[src/rtl/otp_session_arbiter_pkg.sv]
// otp_session_arbiter_pkg: shared encodings and widths for the OTP session arbiter.
package otp_session_arbiter_pkg;

  localparam int DIGIT_W = 4;
  localparam int LOCK_W  = 32;

  typedef enum logic [1:0] {
    S_IDLE  = 2'd0,
    S_GEN   = 2'd1,
    S_ENTRY = 2'd2,
    S_HOLD  = 2'd3
  } state_t;

endpackage

[src/rtl/otp_lockout_timer.sv]
// otp_lockout_timer: per-requester lockout down-counter; active while non-zero.
module otp_lockout_timer
  import otp_session_arbiter_pkg::*;
#(
  parameter logic [LOCK_W-1:0] LOAD_VAL = '0
) (
  input  logic clk,
  input  logic reset,
  input  logic load,
  input  logic tick,
  output logic active
);

  logic [LOCK_W-1:0] cnt;

  // Load on a reset_sys session close, otherwise count down and saturate at zero.
  always_ff @(posedge clk or negedge reset) begin
    // NOTE: state registers use non-blocking assignments so every flop samples pre-edge values.
    if (!reset) begin
      cnt <= '0;
    end else if (load) begin
      cnt <= LOAD_VAL;
    end else if (tick && (cnt != '0)) begin
      cnt <= cnt - LOCK_W'(1);
    end
  end

  assign active = (cnt != '0);

endmodule

[src/rtl/otp_session_arbiter.sv]
// otp_session_arbiter: round-robin owner of the shared OTP authentication FSM.
// Times the lfsr_latch pulse, forwards the owner's digits, closes the session on
// the FSM outcome flags and locks out a requester whose session ended in reset_sys.
// Build macro OTP_ARB_STATS_EN adds the ok_cnt/fail_cnt session tallies.
module otp_session_arbiter
  import otp_session_arbiter_pkg::*;
#(
  parameter int NUM_REQ        = 2,
  parameter int GEN_DELAY      = 16,
  parameter int LOCKOUT_CYCLES = 250_000_000
) (
  input  logic                       clk,
  input  logic                       reset,
  input  logic [NUM_REQ-1:0]         req,
  input  logic [DIGIT_W*NUM_REQ-1:0] key_digit,
  input  logic [NUM_REQ-1:0]         key_valid,
  input  logic                       unlock,
  input  logic                       reset_sys,
  input  logic                       expired,
  output logic [NUM_REQ-1:0]         grant,
  output logic                       busy,
  output logic                       lfsr_latch,
  output logic [DIGIT_W-1:0]         user_digit,
  output logic                       user_latch,
  output logic [NUM_REQ-1:0]         locked_out
`ifdef OTP_ARB_STATS_EN
  ,
  output logic [7:0]                 ok_cnt,
  output logic [7:0]                 fail_cnt
`endif
);

  localparam int IDX_W = (NUM_REQ > 2) ? 2 : 1;
  localparam int GEN_W = $clog2(GEN_DELAY);

  state_t             state;
  logic [IDX_W-1:0]   owner;
  logic [IDX_W-1:0]   rr_ptr;
  logic [IDX_W-1:0]   win_idx;
  logic [IDX_W-1:0]   cand;
  logic [GEN_W-1:0]   gen_cnt;
  logic               seen_rst;
  logic               any_elig;
  logic               own_valid;
  logic [DIGIT_W-1:0] own_digit;
  logic               outcome;
  logic               session_close;
  logic [NUM_REQ-1:0] eligible;
  logic [NUM_REQ-1:0] lock_load;

  function automatic logic [IDX_W-1:0] wrap_idx(input int v);
    return IDX_W'((v >= NUM_REQ) ? v - NUM_REQ : v);
  endfunction

  assign eligible      = req & ~locked_out;
  assign outcome       = unlock | reset_sys | expired;
  assign session_close = (state == S_HOLD) && !outcome;

  // Round-robin pick: first eligible requester at or after rr_ptr.
  always_comb begin
    // NOTE: every combinational output gets a default first so no path infers a latch.
    any_elig = 1'b0;
    win_idx  = '0;
    cand     = '0;
    for (int i = 0; i < NUM_REQ; i++) begin
      cand = wrap_idx(int'(rr_ptr) + i);
      if (!any_elig && eligible[cand]) begin
        any_elig = 1'b1;
        win_idx  = cand;
      end
    end
  end

  // Owner's keypad lane, selected for forwarding.
  always_comb begin
    own_valid = 1'b0;
    own_digit = '0;
    for (int r = 0; r < NUM_REQ; r++) begin
      if (owner == IDX_W'(r)) begin
        own_valid = key_valid[r];
        own_digit = key_digit[r*DIGIT_W +: DIGIT_W];
      end
    end
  end

  // Session FSM with registered grant, busy, lfsr_latch and forwarded digit.
  always_ff @(posedge clk or negedge reset) begin
    if (!reset) begin
      state      <= S_IDLE;
      owner      <= '0;
      rr_ptr     <= '0;
      gen_cnt    <= '0;
      seen_rst   <= 1'b0;
      grant      <= '0;
      busy       <= 1'b0;
      lfsr_latch <= 1'b0;
      user_digit <= '0;
      user_latch <= 1'b0;
    end else begin
      lfsr_latch <= 1'b0;
      user_latch <= 1'b0;
      case (state)
        S_IDLE: begin
          if (any_elig) begin
            owner    <= win_idx;
            grant    <= NUM_REQ'(1) << win_idx;
            rr_ptr   <= wrap_idx(int'(win_idx) + 1);
            gen_cnt  <= GEN_W'(GEN_DELAY - 1);
            seen_rst <= 1'b0;
            busy     <= 1'b1;
            state    <= S_GEN;
          end
        end
        S_GEN: begin
          if (gen_cnt == '0) begin
            lfsr_latch <= 1'b1;
            state      <= S_ENTRY;
          end else begin
            gen_cnt <= gen_cnt - GEN_W'(1);
          end
        end
        S_ENTRY: begin
          if (own_valid) begin
            user_digit <= own_digit;
            user_latch <= 1'b1;
          end
          if (outcome) begin
            seen_rst <= reset_sys;
            state    <= S_HOLD;
          end
        end
        S_HOLD: begin
          seen_rst <= seen_rst | reset_sys;
          if (!outcome) begin
            grant <= '0;
            busy  <= 1'b0;
            state <= S_IDLE;
          end
        end
        default: state <= S_IDLE;
      endcase
    end
  end

  for (genvar r = 0; r < NUM_REQ; r++) begin : g_lock
    assign lock_load[r] = session_close && seen_rst && (owner == IDX_W'(r));

    otp_lockout_timer #(
      .LOAD_VAL(LOCK_W'(LOCKOUT_CYCLES))
    ) u_timer (
      .clk   (clk),
      .reset (reset),
      .load  (lock_load[r]),
      .tick  (1'b1),
      .active(locked_out[r])
    );
  end

`ifdef OTP_ARB_STATS_EN
  logic seen_ok;
  logic seen_fail;

  // Tally closed sessions by outcome, saturating at 255.
  always_ff @(posedge clk or negedge reset) begin
    if (!reset) begin
      seen_ok   <= 1'b0;
      seen_fail <= 1'b0;
      ok_cnt    <= '0;
      fail_cnt  <= '0;
    end else begin
      if (state == S_IDLE) begin
        seen_ok   <= 1'b0;
        seen_fail <= 1'b0;
      end else if ((state == S_ENTRY) || (state == S_HOLD)) begin
        seen_ok   <= seen_ok | unlock;
        seen_fail <= seen_fail | reset_sys | expired;
      end
      if (session_close) begin
        if (seen_ok && (ok_cnt != 8'hFF)) begin
          ok_cnt <= ok_cnt + 8'd1;
        end
        if (seen_fail && (fail_cnt != 8'hFF)) begin
          fail_cnt <= fail_cnt + 8'd1;
        end
      end
    end
  end
`endif

endmodule

[config.mk]
export PLATFORM = sky130hd
export DESIGN_NAME = otp_session_arbiter
export DESIGN_NICKNAME = d
export VERILOG_FILES = /design/src/rtl/otp_session_arbiter_pkg.sv /design/src/rtl/otp_lockout_timer.sv /design/src/rtl/otp_session_arbiter.sv
export SDC_FILE = /design/constraint.sdc
export NUM_CORES = 1
export LEC_CHECK = 0
export ABC_AREA = 1
export CELL_PAD_IN_SITES_DETAIL_PLACEMENT = 2
export CELL_PAD_IN_SITES_GLOBAL_PLACEMENT = 2
export CORE_AREA = 2 2 151 153
export CTS_BUF_LIST = sky130_fd_sc_hd__clkbuf_8
export DETAILED_ROUTE_END_ITERATION = 10
export DIE_AREA = 0 0 153 155
export GPL_TIMING_DRIVEN = 0
export PLACE_DENSITY = 0.67
export SETUP_SLACK_MARGIN = 0.3
export SYNTH_ARGS = -nofsm -noshare
export SYNTH_HDL_FRONTEND = slang
export SYNTH_HIERARCHICAL = 1
export SYNTH_SLANG_ARGS = --single-unit
[constraint.sdc]
create_clock -name clk -period 3.84 [get_ports clk]
set_input_delay 1.152 -clock clk [delete_from_list [all_inputs] [get_ports clk]]
set_output_delay 1.152 -clock clk [all_outputs]
set_load 0.01 [all_outputs]
# Yosys cells after proc, flatten, opt, wreduce, memory -nomap -nowiden
# Cells that the tools add are included.
# totals
register_bits,82
out_inout_bits,11
word_cells,99
# op_classes
n_addsub,8
magnitude_cmp,5
eq_ne,8
shifts,1
muxes,37
bitwise,6
reduce_logical,22
# op_table
cell,count
$mux W32,4
$reduce_bool A32 Y1,2
$sub A32 B1 Y32 const B,2
$mux W1,20
$mux W4,3
$mux W2,5
$ne A2 B2 Y1 const B,5
$reduce_and A3 Y1,3
$pmux W2 S4,1
$pmux W4 S2,1
$reduce_bool A2 Y1,4
$logic_and A1 B1 Y1,5
$add A1 B1 Y2 const B,2
$eq A2 B2 Y1 const B,2
$ge A2 B2 Y1 const B,2
$logic_not A4 Y1,1
$lt A1 B2 Y1 const B,2
$pmux W2 S2,1
$reduce_and A2 Y1,2
$reduce_and A4 Y1,1
$sub A4 B1 Y4 const B,1
$or A1 B1 Y1,3
$pmux W1 S3,1
$reduce_bool A3 Y1,1
10 further kinds,13

# Longest topological paths before layout
# depth
depth_word,12
mapped_depth,12
ltp_nobuf,12

# Cells and area by module
# Netlist, hierarchy kept.
# by_module_without_submodules
mod,n_inst,cells_each,area_per_inst_um2
otp_lockout_timer,2,339,2188.3
otp_session_arbiter,1,132,1072.3

# Worst setup path after synthesis
# OpenSTA, ideal clock, no wires.
# synth_timing
kind,input to register
start,in unlock
end,reg g_lock[0].u_timer.cnt[23]
t_arrival_ps,2439
slack_ps,1336
cell_stages,9
path_buffers,2
cell_sequence,nor2_1 -> nand3_1 -> nor2_1 -> clkinv_1 -> o21ai_2 -> buf_6 -> buf_6 -> nand2_1 -> nand2_1
# synth_via
elab_chain_cells,7
elab_cells_between_ends,8
cone_classes,mux: 1; bitwise: 2; reduce/logical: 5
# synth_rtl
item,line,rtl
"start, declared",otp_session_arbiter.sv:17,"input logic unlock,"
$or A1 B1 Y1 (*) (2 in a row),otp_session_arbiter.sv:56,assign outcome = unlock | reset_sys | expired;
$logic_not A1 Y1 (*),-,
$logic_and A1 B1 Y1 (*),otp_session_arbiter.sv:57,assign session_close = (state == S_HOLD) && !outcome;
$logic_and A1 B1 Y1 (*) (2 in a row),otp_session_arbiter.sv:146,assign lock_load[r] = session_close && seen_rst && (owner == IDX_W'(r));
via lock_load[0],otp_session_arbiter.sv:49,logic [NUM_REQ-1:0] lock_load;
$mux W32 / $reduce_bool A2 Y1 (equally long branches),-,
"end signal, assigned",otp_lockout_timer.sv:24,cnt <= cnt - LOCK_W'(1);
"end, declared",otp_lockout_timer.sv:14,logic [LOCK_W-1:0] cnt;
# The timed path passes the listed nets; every way through them passes the cells marked *.
# A chain may end at the register's enable or synchronous reset.

# Final worst setup path
# layout_timing
start,reg g_lock[1].u_timer.cnt[0]
end,out locked_out[1]
# layout_via
elab_chain_cells,1
# layout_rtl
item,line,rtl
"start, declared",otp_lockout_timer.sv:14,
"start signal, assigned",otp_lockout_timer.sv:24,
$reduce_bool A32 Y1,otp_lockout_timer.sv:28,assign active = (cnt != '0);
"end, declared",otp_session_arbiter.sv:25,output logic [NUM_REQ-1:0] locked_out
# No other way between the ends.

==> impl_metrics.yaml <==
outcome:
  status: "completed"
setup_path:
  start_kind: "flip-flop"
  endpoint_kind: "output pin"
  required_ps: 2690
  crit_chain: "inv_1 -> ha_1 -> nand2_2 -> nor2_4 -> nand3_1 -> clkdlybuf4s50_1"
  crit_arrival_ps: 2170
  worstPathMaxFanout: 5
  critPathSlowestCell: "clkdlybuf4s50_1"
  crit_type: "reg2out"
  cp_slowest_stage_delay_ps: 540
floorplanning:
  die_area_um2: 23700
  ios: 28
  die_w_um: 153
  num_rows: 55
  die_h_um: 155
  core_area_um2: 22200
  start_util_pct: 24.5
sta:
  hold_viol_final: 0
  skew_ps: 17.3
  fin_crit_ps: 3320
  max_slew_margin_pct: 53.8
  fin_crit_sh_pct: 86.6
  worst_pin_slew_ps: 690
  fmax_ghz: 0.301
  setup_viol: 0
  slew_viol_final: 0
  rsz0062_at_grt: "false"
route:
  drt_wl_total_um: 18500
  vias: 5374
  post-route-drc-count: 0
  antenna_left: 0
  dr.pass1.iters: 4
  vias_per_cell: 4.71
  wl_per_cell_um: 16.2
  drt_iter0_markers: 155
clock_network:
  cts_sinks: 82
  cts-buffers-inserted: 9
  root_buffer: "clkbuf_8"
  clk_pin_slew_worst_paths_ps: 110
  clkLatencyLatePin_ps: 390
  cts_tree: "done"
  postCtsHoldBufs: 0
  htree_levels: 3
  cts.path.max_buffers: 2
global_route:
  grt_pass1_wl_um: 31400
  grt_max_degree: 62
  grt-ovfl-total: 0
  antenna_found_initial: 0
  grt_usage_pct: 16.6
  grt_pass1_vias: 5952
power_and_ir_drop:
  leakagePower_uw: 0.00317
  ir_worst_vdd_uv: 234
  switching_share_pct: 52.1
  power_frac_comb_pct: 54.6
  p_seq_share_pct: 31.9
  clock_power_share_pct: 13.5
  p_total_uw: 5220
  p_per_area_nw_per_um2: 825
  p_sw_uw: 2720
  p_int_uw: 2500
finish:
  layout-drive-gt1-share_pct: 9.22
  multi_input_area_um2: 2990
  diodes: 0
  regArea_um2: 2050
  area_growth_pct: 16.3
  final_util_pct: 28.5
  fin_nets: 876
  fin_area_um2: 6340
  fillers: 2708
yosys:
  synth_commonest_cells: "nand2_1 (274), nor2_1 (138), dfrtp_1 (82)"
  synth_compound_area_share_pct: 6.34
  post_synth_and_or_nand_nor_area_fraction_pct: 44.2
  ys_warn_count: 6
  seq_area_frac_synth_pct: 37.7
  synthXorXnorAreaFrac_pct: 2.41
  synth_most_common_cell: "nand2_1"
  synth-async-reset-ratio_pct: 100
  synth_top_area_share_pct: 37.7
  ys_seq_elements: 82
  synth_area_leader_cell: "dfrtp_1"
  synthAdderAreaFrac_pct: 1.61
  synth_area_leaders: "dfrtp_1 (38%), nand2_1 (19%), nor2_1 (9.5%), nand3_1 (6.8%), inv_1 (5.0%)"
  yosys_most_used_dff: "dfrtp_1"
  syn_inst: 810
  synth_edf_count: 0
  synth_top_family_by_area: "simple AND/OR/NAND/NOR gates"
  muxShareOfSynthArea_pct: 0
  syn_avg_cell_area_um2: 6.73
  syn_area_um2: 5450
  synth_cell_type_count: 35
hold_path:
  min-delay-path-class: "reg2reg"
placement:
  place_congestion: 0.748
  dpl.hpwl_um: 14000
  dpl_cell_area_um2: 6100
  port_buffers: 27
flow_run:
  max-cap-violations: 0
==> timing repair <==
item,CTS,global route
resized for setup,0,4
gates cloned,0,0
pin swaps,2,0
endpoints found under the hold margin,0,0
endpoints found under the setup margin,2,23
setup buffers,2,0
==> layer usage <==
layer	global-route usage [%]	wire length, µm
met1	22.5	9220
met2	27.8	8620
met3	2.06	419
met4	4.94	239
met5	0	0
==> cell type report <==
cell class | instances | area share (%)
timing repair buffer | 30 | 4.90
multi-input combinational | 634 | 47.1
clock inverter | 7 | 1.32
buffer | 17 | 1.92
sequential | 82 | 32.4
inverter | 78 | 4.76
tap | 285 | 5.63
clock buffer | 9 | 1.95
==> state kept, by name, indices dropped and copies added, names as in the netlist, 2 cells and up <==
| signal | cells |
|---|---|
| grant | 2 |
| state | 2 |
| gen_cnt | 4 |
| user_digit | 4 |
| g_lock.u_timer/cnt | 64 |
==> power groups by stage <==
stage / clock (µW) / combinational [µW] / sequential (µW)
3_3_place_gp: 0 / 2790 / 1680
4_1_cts: 746 / 2910 / 1680
5_1_grt: 772 / 3340 / 1750
2_1_floorplan: 0 / 2120 / 1540
3_5_place_dp: 0 / 2890 / 1690
6_report: 708 / 2850 / 1660
==> stage by stage <==
| step | hold slack [ps] | worst slack, ps | cells | TNS [ps] |
|---|---|---|---|---|
| 2_1_floorplan | 449 | 1340 | 811 | 0 |
| 3_3_place_gp | 464 | -2040 | 1123 | -166630 |
| 3_5_place_dp | 479 | -47.8 | 1124 | -345 |
| 4_1_cts | 502 | 366 | 1142 | 0 |
| 5_1_grt | 526 | 336 | 1142 | 0 |
| 6_report | 495 | 516 | 1142 | 0 |
==> worst paths after layout <==
kind | startpoint | end | slack (ps) | cells past startpoint
worst min register to register | busy | busy | 490 | 2
worst min-delay path | busy | busy | 490 | 2
min in group asynchronous | reset | g_lock[1].u_timer/cnt[19] | 690 | 1
worst max register to register | state[0] | g_lock[1].u_timer/cnt[24] | 1390 | 9
max in group asynchronous | reset | state[1] | 2490 | 2
worst max-delay path | g_lock[1].u_timer/cnt[0] | locked_out[1] | 520 | 6
==> logic make-up after synthesis <==
| family | Yosys count |
|---|---|
| other | 1 |
| XOR/XNOR | 15 |
| adder cells (fa/ha/maj) | 7 |
| buffers and inverters | 95 |
| flip-flops | 82 |
| AO/OA/AOI/OAI | 52 |
| AND/OR/NAND/NOR | 558 |
==> cell usage in the layout, fill, tap and decap left out, types with 6 or more instances in the layout <==
cell type / synthesis / routed
nand2_1: 274 / 274
nor2_1: 138 / 137
dfrtp_1: 82 / 82
nand3_1: 74 / 74
inv_1: 72 / 72
nand4_1: 39 / 39
clkdlybuf4s50_1: 0 / 26
o21ai_0: 23 / 23
xor2_1: 13 / 13
o21ai_2: 12 / 12
nor2_2: 10 / 11
clkbuf_8: 0 / 9
nand2_2: 7 / 7
buf_4: 4 / 7
ha_1: 7 / 6
==> critical path, delay by kind of cell, from the launching register on <==
family | cells | cell delay (ps)
adder cells (fa/ha/maj) | 1 | 310
buffers and inverters | 2 | 700
flip-flops | 1 | 370
AND/OR/NAND/NOR | 3 | 410
(Power assumes the default switching activity.)
